## src/rtl/sort_unloader.sv

```systemverilog
// Read-out end of the single_sort priority chain: snapshots the sorted chain on start,
// clears it, then streams the leading non-empty client/value pairs over valid/ready.
module sort_unloader #(
    parameter int unsigned CLIENTS_N        = 4,
    parameter int unsigned CLIENTS_BWIDTH_P = 2
) (
    input  logic                                  clk,
    input  logic                                  rst,
    input  logic                                  start,
    input  logic [CLIENTS_N*8-1:0]                chain_val,
    input  logic [CLIENTS_N*CLIENTS_BWIDTH_P-1:0] chain_client,
    output logic                                  chain_clr,
    output logic                                  busy,
    output logic                                  out_valid,
    input  logic                                  out_ready,
    output logic [CLIENTS_BWIDTH_P-1:0]           out_client,
    output logic [7:0]                            out_val,
    output logic                                  out_last,
    output logic                                  done,
    output logic                                  empty,
    output logic                                  order_err
);

    localparam int unsigned CntW = $clog2(CLIENTS_N + 1);

    typedef enum logic [1:0] {StIdle, StSend, StDone} state_e;

    state_e                                state_q, state_d;
    logic [CLIENTS_N*8-1:0]                snap_val_q;
    logic [CLIENTS_N*CLIENTS_BWIDTH_P-1:0] snap_client_q;
    logic [CntW-1:0]                       cnt_q, idx_q, lead_cnt;
    logic                                  order_err_q, chain_clr_q, unsorted, run;
    logic                                  accept, last;

    assign accept = (state_q == StIdle) && start;
    assign last   = (idx_q == cnt_q - CntW'(1));

    // Leading run of non-empty stages; anything after the first empty stage is dropped.
    always_comb begin
        lead_cnt = '0;
        run      = 1'b1;
        unsorted = 1'b0;
        for (int i = 0; i < int'(CLIENTS_N); i++) begin
            if (chain_val[8*i +: 8] == 8'd0) run = 1'b0;
            if (run) lead_cnt = lead_cnt + CntW'(1);
        end
        for (int i = 0; i < int'(CLIENTS_N) - 1; i++) begin
            if (chain_val[8*(i+1) +: 8] > chain_val[8*i +: 8]) unsorted = 1'b1;
        end
    end

    always_ff @(posedge clk) begin
        if (!rst) state_q <= StIdle;
        else      state_q <= state_d;
    end

    always_comb begin
        state_d = state_q;
        unique case (state_q)
            StIdle:  if (start) state_d = (lead_cnt != '0) ? StSend : StDone;
            StSend:  if (out_ready && last) state_d = StDone;
            StDone:  state_d = StIdle;
            default: state_d = StIdle;
        endcase
    end

    always_ff @(posedge clk) begin
        if (!rst) begin
            snap_val_q    <= '0;
            snap_client_q <= '0;
            cnt_q         <= '0;
            idx_q         <= '0;
            order_err_q   <= 1'b0;
            chain_clr_q   <= 1'b0;
        end else begin
            chain_clr_q <= accept;
            if (accept) begin
                snap_val_q    <= chain_val;
                snap_client_q <= chain_client;
                cnt_q         <= lead_cnt;
                order_err_q   <= unsorted;
                idx_q         <= '0;
            end else if (state_q == StSend && out_ready && !last) begin
                idx_q <= idx_q + CntW'(1);
            end
        end
    end

    always_comb begin
        out_valid  = (state_q == StSend);
        out_last   = out_valid && last;
        out_val    = out_valid ? snap_val_q[8*int'(idx_q) +: 8] : 8'd0;
        out_client = out_valid ? snap_client_q[CLIENTS_BWIDTH_P*int'(idx_q) +: CLIENTS_BWIDTH_P]
                               : '0;
        busy       = (state_q != StIdle);
        done       = (state_q == StDone);
        empty      = done && (cnt_q == '0);
        chain_clr  = chain_clr_q;
        order_err  = order_err_q;
    end

endmodule

```

## config.mk

```make
export PLATFORM = sky130hd
export DESIGN_NAME = sort_unloader
export DESIGN_NICKNAME = d
export VERILOG_FILES = /design/src/rtl/sort_unloader.sv
export SDC_FILE = /design/constraint.sdc
export NUM_CORES = 1
export LEC_CHECK = 0
export ABC_AREA = 1
export CORE_AREA = 2 2 70 72
export CTS_BUF_LIST = sky130_fd_sc_hd__clkbuf_8 sky130_fd_sc_hd__clkbuf_16
export DETAILED_ROUTE_END_ITERATION = 6
export DIE_AREA = 0 0 72 74
export DONT_BUFFER_PORTS = 1
export GPL_TIMING_DRIVEN = 1
export PLACE_DENSITY = 0.88
export SYNTH_ARGS = -nofsm -noshare
export SYNTH_HDL_FRONTEND = slang
export SYNTH_SLANG_ARGS = --single-unit
```

## constraint.sdc

```tcl
create_clock -name clk -period 3.8 [get_ports clk]
set_input_delay 0.95 -clock clk [delete_from_list [all_inputs] [get_ports clk]]
set_output_delay 0.95 -clock clk [all_outputs]
set_load 0.02 [all_outputs]
```

==> results by group <==
Synthesis
  – Synth Register Bits: 50
  – Top cell type's share of synthesized area: 34.6%
  – Synth area leaders: dfxtp_1 35%, ha_1 12%, inv_1 9.1%
  – Post-synth EDFFs: 0
  – Mapped Avg Cell Area: 7.47 um2
  – Post-synthesis sequential area ratio: 34.6%
  – Synthesized instance count: a little under 400
  – Syn Nets: ~460
  – Async S/R FF share, synth: 0%
  – YS warnings: 0
  – Synthesized cell area: 0.00289 mm2
  – Yosys top cell by area: dfxtp_1
  – Netlist cell types: 30
  – Synth Flop Type: dfxtp_1
  – Cell with the most instances after synthesis: inv_1
  – Synth top cells by count: 70 x inv_1, 60 x nand2_1, 50 x dfxtp_1, 38 x a21oi_1, 29 x o21ai_0

CTS
  – Num CTS Buffers: 5
  – H-tree Lvls: 2
  – CTS tree: built
  – Clk_lat worst skew: between 0.3 and 0.4 ns
  – Post-cts sizing count: 0
  – # hold bufs at CTS: 0
  – Clock slew seen by the registers of the worst setup and hold paths: around 0.090 ns
  – Clock root buffer master: clkbuf_8
  – Maximum clock insertion buffer count: 2
  – Post-CTS setup buffers: 0
  – # clock sinks: 50

Setup path
  – Crit path required time: ~2.9 ns
  – Kind of critical path: reg2out
  – Most frequent CP cell: a21oi_1
  – Critical Path Max Stage Delay: 0.80 ns
  – Slowest CP cell: dfxtp_1
  – Arrival time worst endpoint: ~2.2 ns
  – Endpoint class of the critical path: output pin
  – Crit Path Max Fanout: 24
  – Worst-path cell chain: inv_2 -> a21oi_1 -> o21ai_0 -> a21oi_1
  – CP startpoint kind: flop

Global routing
  – Largest net degree at the start of global routing: 35
  – Global-route wire length before repair: 10.9 mm
  – Remaining Overflow, GRT: 0
  – Vias in the first global route: between 2k and 2.5k
  – Number of antenna violations at the first check in global routing: 0
  – Tot GR Track Use: between 20% and 30%

Timing
  – Worst-margin pin slew: roughly 0.73 ns
  – Final setup fails: 0
  – Count of final hold-check violations: 0
  – Clock Skew: roughly 0.0064 ns
  – Fin crit period: 3.14 ns
  – Max-slew headroom: between 50% and 60%
  – Final hold slack: roughly 0.46 ns
  – Total Neg Setup Slack: 0 ns
  – Period utilization: a little over 80%
  – RSZ-0062 raised after global routing: no
  – Final Slew Violations: 0
  – Highest clock rate: approximately 320 MHz

Placement
  – Post-DP HPWL: 5.27 mm
  – DP Area: around 0.0029 mm2
  – Routability Congestion: 0.901
  – Port Buf Inserts: 0
  – Placed Cells: between 400 and 500

Cells and area
  – Share of layout cells above drive strength 1: roughly 8.2%
  – Final Instance Area: between 0.002 and 0.003 mm2
  – Ant. Diodes: 0
  – Area Growth Syn to Fin: 2.85%
  – Fin nets: between 400 and 500
  – Final Util: about two thirds
  – Fin cells: ~430

Detailed routing
  – Pre-antenna DRT Iters: 5
  – DR vias/cell: 5.85
  – DRC Markers: 0
  – Initial DRC count: roughly 180
  – Detail Route Antenna Nets: 0
  – Total Wirelength: 6.81 mm
  – Vias: ~2.5k
  – Wire per inst: 15.7 um

Floorplan
  – Initial Utilization: ~63%
  – Site Rows: 25
  – Die area: ~0.0053 mm2
  – Core Area: between 0.004 and 0.005 mm2
  – Die width: around 72 um
  – Ports: about 60
  – Chip Height: roughly 74 um

Pwr
  – Power density cells: around 410 mW/mm2
  – Switching share of total power: around 30%
  – Worst VDD drop: between 0.15 and 0.2 mV
  – Psw: between 300 and 400 uW
  – Int Pwr: between 800 and 900 uW
  – Comb pwr share: 20.0%
  – Seq pwr share: 49.5%
  – Leakage power: 1.35 nW
  – Part of the power in the clock network: ~30%

Run
  – MaxCap Viol Count: 0

Hold path
  – Hold Path Class: reg2reg

Run status
  – Outcome: completed
-- logic make-up (layout without fill, tap and decap cells) --
family / Yosys count / in the layout / synth area share, %
simple gates: 101 / 101 / 15.6
fa+ha+maj: 28 / 28 / 12.1
compound gates: 112 / 112 / 23.3
buf+inv: 92 / 85 / 13.2
flops: 50 / 50 / 34.6
xor+xnor: 4 / 4 / 1.21
-- stage by stage --
step           power, mW  setup WS, ns
2_1_floorplan      0.805          1.48
3_3_place_gp       0.838          1.15
3_5_place_dp       0.848          1.02
4_1_cts             1.21         0.682
5_1_grt             1.27         0.458
6_report            1.21         0.662
-- power groups by stage --
stage | combinational [mW] | clock (mW) | sequential, mW
floorplan | 0.207 | 0 | 0.598
global placement | 0.230 | 0 | 0.608
detailed placement | 0.239 | 0 | 0.609
CTS | 0.240 | 0.374 | 0.597
global route | 0.273 | 0.398 | 0.601
finish | 0.242 | 0.368 | 0.598
-- worst max-delay path: cells and delay by family (launching register included) --
kind | cells | cell delay (ns)
AO/OA/AOI/OAI | 3 | 0.79
flip-flops | 1 | 0.80
buffers and inverters | 1 | 0.31
-- final timing paths --
path	start	end	slack, ns	depth (start not counted)
max	idx_q[0]	out_val[3]	0.66	4
min	snap_val_q[4]	snap_val_q[4]	0.46	2
max reg2reg	state_q[1]	snap_client_q[2]	1.98	6
min reg2reg	snap_val_q[4]	snap_val_q[4]	0.46	2
-- per-layer routing --
layer | up-vias | global-route usage (%) | wire length (um)
li1 | 1253 | - | -
met1 | 1138 | 33.8 | 2770
met2 | 129 | 42.8 | 3080
met3 | 21 | 8.54 | 725
met4 | 0 | 11.7 | 228
met5 | - | 0 | 0
-- layout make-up --
type | count | area (um2)
Tap cell | 54 | 67.6
Inverter | 77 | 289
Clock buffer | 5 | 68.8
Clock inverter | 3 | 40.0
Fill cell | 394 | 1620
Multi-Input combinational cell | 245 | 1510
Sequential cell | 50 | 1000
-- state kept, by name (all words and copies together), names as in the netlist --
register / count
idx_q: 3
state_q: 2
order_err: 1
snap_client_q: 8
cnt_q: 3
chain_clr: 1
snap_val_q: 32
-- layout by cell type, fill, tap and decap left out, types with 3 or more instances in the layout --
master and instances:
xor2_1 4, ha_1 28, inv_1 70, nor2_1 18, nand4_1 11, o21ai_0 29, o21ai_1 16, a21oi_1 38
clkbuf_8 5, a22o_1 4, dfxtp_1 50, inv_2 7, o22ai_2 9, nor2_4 3, nand2_1 60, o22ai_1 10
nand3_1 4
No activity file was read; power rests on OpenSTA's default activity.
